**config.mk**
```make
export PLATFORM = sky130hd
export DESIGN_NAME = seq_stim_driver
export DESIGN_NICKNAME = d
export VERILOG_FILES = /design/src/rtl/seq_stim_driver_pkg.sv /design/src/rtl/seq_stim_cond.sv /design/src/rtl/seq_stim_driver.sv
export SDC_FILE = /design/constraint.sdc
export NUM_CORES = 1
export LEC_CHECK = 0
export ABC_AREA = 1
export CAP_MARGIN = 0
export CORE_ASPECT_RATIO = 1.5
export CORE_MARGIN = 2
export CORE_UTILIZATION = 25
export DETAILED_ROUTE_END_ITERATION = 16
export PLACE_DENSITY = 0.46
export SETUP_SLACK_MARGIN = 0.3
export SYNTH_ARGS = -nofsm -noshare
export SYNTH_HDL_FRONTEND = slang
export SYNTH_HIERARCHICAL = 1
export SYNTH_SLANG_ARGS = --single-unit
```
**constraint.sdc**
```tcl
create_clock -name clk -period 3.4 [get_ports clk]
set_input_delay 0.68 -clock clk [delete_from_list [all_inputs] [get_ports clk]]
set_output_delay 0.68 -clock clk [all_outputs]
set_load 0.1 [all_outputs]
```
**src/rtl/seq_stim_driver_pkg.sv**
```systemverilog
// rtl/seq_stim_driver_pkg.sv - shared types and constants for the sequencer stimulus driver
//
// Purpose: state codes of the five-state example sequencer (reused for step),
// the driver FSM state enum and the D values that advance the sequencer.
package seq_stim_driver_pkg;

  typedef enum logic [2:0] {
    S0 = 3'b000,
    S1 = 3'b001,
    S2 = 3'b010,
    S3 = 3'b011,
    S4 = 3'b100
  } seq_state_t;

  typedef enum logic [1:0] {
    IDLE  = 2'd0,
    HOLD  = 2'd1,
    DRIVE = 2'd2,
    FINAL = 2'd3
  } drv_state_t;

  localparam logic [3:0] D_ADV_S1 = 4'b0001;
  localparam logic [3:0] D_ADV_S3 = 4'b1111;

endpackage

```
**src/rtl/seq_stim_cond.sv**
```systemverilog
// rtl/seq_stim_cond.sv - combinational map from sequencer step to its advance condition
//
// Ports:
//   step     in  3  sequencer code whose advance condition is wanted
//   a, b, c  out 1  stimulus bits for that step
//   d        out 4  stimulus nibble for that step
// Codes outside S0..S3 map to all-zero stimulus.
module seq_stim_cond
  import seq_stim_driver_pkg::*;
(
  input  logic [2:0] step,
  output logic       a,
  output logic       b,
  output logic       c,
  output logic [3:0] d
);

  always_comb begin
    a = 1'b0;
    b = 1'b0;
    c = 1'b0;
    d = 4'b0000;
    case (step)
      S0: a = 1'b1;
      S1: d = D_ADV_S1;
      S2: begin
        a = 1'b1;
        b = 1'b1;
        c = 1'b1;
      end
      S3: d = D_ADV_S3;
      default: ;
    endcase
  end

endmodule

```
**src/rtl/seq_stim_driver.sv**
```systemverilog
// rtl/seq_stim_driver.sv - walks the five-state example sequencer through one cycle and checks Q
//
// Ports:
//   clk        in  1  rising-edge clock
//   rstN       in  1  asynchronous active-low reset
//   start      in  1  run request, sampled only in IDLE
//   Q          in  3  state code returned by the sequencer
//   A, B, C    out 1  registered stimulus
//   D          out 4  registered stimulus
//   busy       out 1  run in progress
//   done       out 1  one-cycle pulse at the end of a run (pass or abort)
//   err        out 1  sticky failure flag, cleared by the next accepted start
//   step       out 3  expected sequencer code for the current step
// Parameters: HOLD_CYCLES (>=1) check cycles per step, TIMEOUT drive-cycle limit.
// Optional feature: define SEQ_STIM_WATCHDOG_EN to abort a step stuck in DRIVE
// after TIMEOUT cycles.
module seq_stim_driver
  import seq_stim_driver_pkg::*;
#(
  parameter int HOLD_CYCLES = 2,
  parameter int TIMEOUT     = 16
) (
  input  logic       clk,
  input  logic       rstN,
  input  logic       start,
  input  logic [2:0] Q,
  output logic       A,
  output logic       B,
  output logic       C,
  output logic [3:0] D,
  output logic       busy,
  output logic       done,
  output logic       err,
  output logic [2:0] step
);

  localparam logic [7:0] HOLD_LAST = 8'(HOLD_CYCLES - 1);

  drv_state_t state, nxt_state;
  logic [7:0] hold_cnt, nxt_hold_cnt;
  logic [2:0] nxt_step;
  logic       nxt_busy, nxt_done, nxt_err;
  logic       nxt_drive;
  logic       abort;
  logic       cond_a, cond_b, cond_c;
  logic [3:0] cond_d;

`ifdef SEQ_STIM_WATCHDOG_EN
  localparam logic [15:0] WD_LAST = 16'(TIMEOUT - 1);
  logic [15:0] wd_cnt, nxt_wd_cnt;
`else
  logic [31:0] unused_timeout;
  assign unused_timeout = TIMEOUT;
`endif

  // Stimulus only ever depends on the current step: whenever the next state
  // is DRIVE, step is not changing on this edge.
  seq_stim_cond u_cond (
    .step (step),
    .a    (cond_a),
    .b    (cond_b),
    .c    (cond_c),
    .d    (cond_d)
  );

  always_comb begin
    nxt_state    = state;
    nxt_hold_cnt = hold_cnt;
    nxt_step     = step;
    nxt_busy     = busy;
    nxt_done     = 1'b0;
    nxt_err      = err;
    nxt_drive    = 1'b0;
    abort        = 1'b0;
`ifdef SEQ_STIM_WATCHDOG_EN
    nxt_wd_cnt   = wd_cnt;
`endif
    case (state)
      IDLE: begin
        if (start) begin
          nxt_state    = HOLD;
          nxt_step     = S0;
          nxt_err      = 1'b0;
          nxt_busy     = 1'b1;
          nxt_hold_cnt = 8'd0;
        end
      end
      HOLD: begin
        if (Q != step) begin
          abort = 1'b1;
        end else if (hold_cnt == HOLD_LAST) begin
          nxt_state    = DRIVE;
          nxt_hold_cnt = 8'd0;
          nxt_drive    = 1'b1;
`ifdef SEQ_STIM_WATCHDOG_EN
          nxt_wd_cnt   = 16'd0;
`endif
        end else begin
          nxt_hold_cnt = hold_cnt + 8'd1;
        end
      end
      DRIVE: begin
        if (Q == step + 3'd1) begin
          nxt_step  = step + 3'd1;
          nxt_state = (step == S3) ? FINAL : HOLD;
        end else if (Q == step) begin
`ifdef SEQ_STIM_WATCHDOG_EN
          if (wd_cnt == WD_LAST) begin
            abort = 1'b1;
          end else begin
            nxt_wd_cnt = wd_cnt + 16'd1;
            nxt_drive  = 1'b1;
          end
`else
          nxt_drive = 1'b1;
`endif
        end else begin
          abort = 1'b1;
        end
      end
      FINAL: begin
        // S4 returns to S0 unconditionally, so one observation decides the run.
        nxt_state = IDLE;
        nxt_busy  = 1'b0;
        nxt_done  = 1'b1;
        if (Q == S0) begin
          nxt_step = S0;
        end else begin
          nxt_err = 1'b1;
        end
      end
    endcase
    // Abort keeps step at the failing value so it can be read back.
    if (abort) begin
      nxt_state = IDLE;
      nxt_busy  = 1'b0;
      nxt_done  = 1'b1;
      nxt_err   = 1'b1;
      nxt_drive = 1'b0;
    end
  end

  always_ff @(posedge clk or negedge rstN) begin
    if (!rstN) begin
      state    <= IDLE;
      hold_cnt <= 8'd0;
      step     <= 3'd0;
      busy     <= 1'b0;
      done     <= 1'b0;
      err      <= 1'b0;
      A        <= 1'b0;
      B        <= 1'b0;
      C        <= 1'b0;
      D        <= 4'b0000;
    end else begin
      state    <= nxt_state;
      hold_cnt <= nxt_hold_cnt;
      step     <= nxt_step;
      busy     <= nxt_busy;
      done     <= nxt_done;
      err      <= nxt_err;
      A        <= nxt_drive & cond_a;
      B        <= nxt_drive & cond_b;
      C        <= nxt_drive & cond_c;
      D        <= nxt_drive ? cond_d : 4'b0000;
    end
  end

`ifdef SEQ_STIM_WATCHDOG_EN
  always_ff @(posedge clk or negedge rstN) begin
    if (!rstN) begin
      wd_cnt <= 16'd0;
    end else begin
      wd_cnt <= nxt_wd_cnt;
    end
  end
`endif

endmodule

```
-- Word level (Yosys, flattened, before mapping)
Index checks and enable logic that the tools add are counted.
- input port bits: 6
- memories kept: 0
- bits in writable memories: 0
- logic and storage cells: 82
- bits in read-only memories: 0
- output and inout bits: 13
- latch bits: 0
- bits in registers: 22
- reductions and logical operators: 12
- mux-type cells: 38
- shift-type cells: 0
- $lt $le $gt $ge: 0
- multiply operators: 0
- add/sub/neg operators: 2
- div/mod/pow operators: 0
- eq/ne operators: 19
- bitwise gates (word level): 2
- operator list (cell ; count):
    two-way mux 8 bit ; 3
    two-way mux 1 bit ; 17
    case mux 8 bit (2 select lines) ; 1
    != test 3 bit (second input constant) ; 5
    two-way mux 2 bit ; 6
    two-way mux 3 bit ; 3
    case mux 3 bit (3 select lines) ; 1
    adder 8 x 1 -> 8 bit (second input constant) ; 1
    equality test 8 x 1 -> 1 bit (second input constant) ; 1
    != test 2 bit (second input constant) ; 4
    case mux 1 bit (2 select lines) ; 4
    case mux 2 bit (4 select lines) ; 1
    case mux 4 bit (2 select lines) ; 1
    AND reduction 4 bit ; 2
    equality test 3 x 2 -> 1 bit (second input constant) ; 2
    equality test 3 bit ; 2
    zero test 3 bit ; 2
    AND reduction 3 bit ; 2
    nonzero test 3 bit ; 2
    equality test 2 bit (second input constant) ; 2
    two-way mux 4 bit ; 1
    adder 3 x 1 -> 3 bit (second input constant) ; 1
    equality test 3 x 1 -> 1 bit (second input constant) ; 1
    != test 3 bit ; 1
    6 further kinds ; 7

-- Depth between registers and ports, before layout
- word-level depth: 6
- mapped depth: 13
- depth with buffers taken out: 13

-- By module
The synthesis kept the hierarchy.
- by module, submodules not included (module ; cells an instance ; seq. area each (um2) ; area each (um2) ; times used):
    seq_stim_driver ; 166 ; 575.6 ; 1335.0 ; 1
    seq_stim_cond ; 10 ; 0.0 ; 51.3 ; 1

-- Worst setup path after synthesis
Ideal clock, no wire load.
- path kind: flip-flop to flip-flop
- start: reg step[0]
- end: reg busy
- arrival: 2.251 ns
- period minus slack after synthesis: 2.377 ns
- path buffers: 0
- cell stages (with the launch flop): 13
- required time: 3.275 ns
- slack: 1.023 ns
- setup time: 0.125 ns
- path through: dfrtp_1 -> ha_1 -> ha_1 -> inv_1 -> nand2_1 -> nand2_1 -> nand3_2 -> nand2_2 -> nand2_1 -> nand2_2 -> nand2_2 -> a21oi_1 -> nor2_1
- word-level cells in the longest chain between the ends: 6
- ends and longest elaborated chain (item ; RTL line ; text):
    start, declared ; seq_stim_driver.sv:34 ; output logic [2:0] step
    start signal, assigned ; seq_stim_driver.sv:158 ; step <= nxt_step;
    adder 3 x 1 -> 3 bit / equality test 3 bit (equally long branches) ; seq_stim_driver.sv:103, seq_stim_driver.sv:106 ;
    equality test 3 bit / two-way mux 1 bit (equally long branches) ; seq_stim_driver.sv:103, seq_stim_driver.sv:106 ;
    two-way mux 1 bit ; seq_stim_driver.sv:103 ; if (Q == step + 3'd1) begin
    case mux 1 bit (2 select lines) (*) ; seq_stim_driver.sv:78 ; case (state)
    != test 3 bit (no line) / nonzero test 3 bit (equally long branches) ; - ;
    AND reduction 2 bit (no line) ; - ;
    end signal, assigned ; seq_stim_driver.sv:159 ; busy <= nxt_busy;
    end, declared ; seq_stim_driver.sv:31 ; output logic busy,
Every way passes the cells marked *; elsewhere a longest branch is shown, timed or not.
A chain may end at the register's enable or synchronous reset.

-- Final worst setup path
- start: reg D[3]
- end: out D[3]
- RTL lines (item ; RTL line ; text):
    start, declared ; seq_stim_driver.sv:30 ; output logic [3:0] D,
    start signal, assigned ; seq_stim_driver.sv:165 ; D <= nxt_drive ? cond_d : 4'b0000;
No word-level cell between the ends.

==> metrics.yaml <==
status:
  outcome: "complete, no violations"
setup_path:
  crit_path_start_kind: "flip-flop"
  cp-end-kind: "output pin"
  cp.required_ns: 2.72
  critical_path.slowest_cell: "clkdlybuf4s50_1"
  cp.buffers_inverters: 1
  arrival_ns: 1.72
  worstSetupPathType: "reg -> out"
  crit_path_max_incr_delay_ns: 1.12
  crit_fanout: 1
  path_delay_family: "buffers and inverters"
  cp_cell_sequence: "clkdlybuf4s50_1"
clock_network:
  cts_root_buffer: "clkbuf_8"
  cts.path.max_buffers: 2
  tritoncts: "done"
  post_cts_buffers: 0
  cts.clk_slew.worst_paths_ns: 0.09
  clk_latency_ns: 0.27
  cts_max_level: 1
  cts_sinks: 23
  postCtsHoldBufs: 0
  cts_resized: 0
  numCtsBuffers: 3
place:
  hpwl_mm: 2.15
  io_buffers: 18
  dp_cells: 261
  place_congestion: 0.766
sta:
  finalSetupViolations: 0
  finalSetupTns_ns: 0
  relSlewSlack: 0.358
  tightest_slew_ns: 0.960
  fin_skew_ns: 0.00257
  rsz0062_at_grt: "no"
  fmax_mhz: 417
  timing.final.crit_share: 0.705
  drv_slew: 0
  hold_viol: 0
  period_needed_ns: 2.40
logic_synthesis:
  synth_area_um2: 1390
  yosysWarningCount: 6
  synth-seq-cells: 23
  synthDistinctLibCells: 25
  yosysSeqAreaShare: 0.415
  synth_top_area_cell: "dfrtp_1"
  syn_nets: 191
  synth_area_leaders: "dfrtp_1 42%, nand2_1 12%, ha_1 8.1%"
  yosys.area.top_type_share: 0.415
  syn_inst: 176
  synth.avg_cell_area_um2: 7.88
job:
  drv_cap: 0
floorplanning:
  io_pins: 19
  die_y_um: 95.2
  initial_core_util: 0.256
  die_x_um: 64.8
  dieArea_um2: 6170
  rows: 33
  fp.coreArea_um2: 5410
finish:
  layout_commonest_cell: "nand2_1"
  fin_cells: 265
  area_delta_synth_final_pct: 19.7
  num_antenna_cells: 0
  fillCellCount: 577
  layout_common_cells: "45 x nand2_1, 23 x dfrtp_1, 22 x inv_1, 18 x nor2_1, 12 x clkdlybuf4s50_1"
  drive_gt1_frac: 0.154
  nNetsFinal: 211
grt:
  grt_antenna_before_repair: 0
  gr-total-overflow: 0
  grt_pass1_wl_mm: 4.82
  first_global_vias: 1077
  track_usage: 0.103
  grt_max_degree: 24
pwr:
  power.density_nw_per_um2: 739
  peakVddDrop_mv: 0.253
  leakagePower_uw: 0.000776
detailed_routing:
  post_drt_wl_per_cell_um: 10.5
  routed_wl_mm: 2.77
  vias_per_cell: 4.13
  drcViolationCount: 0
  ant_nets: 0
  num_vias: 1095
  drt_iter0_drc: 15
  drt-pass1-iter-count: 4
worst_hold_path:
  hp-class: "reg -> reg"
==> registers in the layout, indices dropped and copies added, names as in the netlist, 2 cells and up <==
register / cells
state: 2
step: 3
hold_cnt: 8
D: 4
==> logic make-up (layout without fill, tap and decap cells) <==
family,count (synthesis),count (layout),share of synthesized area
AND/OR/NAND/NOR,88,88,0.286
adder cells (fa/ha/maj),9,9,0.0812
XOR/XNOR,6,6,0.0433
flip-flops,23,23,0.415
buffers and inverters,32,51,0.100
AO/OA/AOI/OAI,18,18,0.0740
==> Yosys cell counts <==
library cell	n
o21ai_0	6
o21ai_1	5
inv_1	22
nand3_1	6
dfrtp_1	23
o22ai_1	1
nand2_1	45
nor2_4	1
xnor2_1	2
ha_1	9
nand3b_1	1
o31ai_1	3
nor3_1	5
xnor2_2	1
a21oi_2	1
a21oi_1	2
nand3_2	3
xor2_1	3
buf_6	1
nor2_2	1
nor2_1	18
nand4_1	2
nand2_2	6
inv_2	6
buf_4	3
==> metrics by stage <==
step	power, uW	utilization	setup WS, ns	hold WS [ns]	area, um2
final	1230	0.307	1.00	0.486	1660
after detailed placement	1070	0.298	1.16	0.472	1610
after global placement	1070	0.298	1.22	0.471	1610
after CTS	1250	0.307	0.986	0.494	1660
after global routing	1340	0.307	0.958	0.531	1660
after floorplan	934	-	1.02	0.384	1390
==> where the power goes <==
| group | internal (uW) | switching, uW |
|---|---|---|
| clock | 81.9 | 92.7 |
| sequential | 323 | 57.8 |
| combinational | 181 | 490 |
| total | 586 | 641 |
==> path summary, 6_finish.rpt <==
check	from	to	slack [ns]	cells past startpoint
worst min register to register	err	err	0.49	2
worst min-delay path	err	err	0.49	2
worst max register to register	step[0]	state[1]	1.38	13
min in group asynchronous	rstN	D[1]	0.76	2
max in group asynchronous	rstN	state[1]	2.40	2
worst max-delay path	D[3]	D[3]	1.00	1
==> layer usage <==
layer  track usage  part of all wire  vias up
met5             0                 0        -
met1         0.114              0.42      494
met3        0.0106             0.011        4
li1              -                 -      589
met4        0.0532             0.022        0
met2         0.190              0.54        8
==> final cells by class <==
cell class / count / area [um2] / area share
flip-flops and latches: 23 / 576 / 0.347
clock buffers: 3 / 41.3 / 0.0249
clock inverters: 1 / 5.00 / 0.00302
repair buffers: 19 / 173 / 0.104
well taps: 70 / 87.6 / 0.0528
inverters: 28 / 105 / 0.0633
multi-input cells: 121 / 672 / 0.405
==> tightest hold or removal path: stages (launching register included) <==
cell	delay, ns
dfrtp_1	0.36
nand2_1	0.05
nand2_1	0.05
No activity file was read; power rests on OpenSTA's default activity.
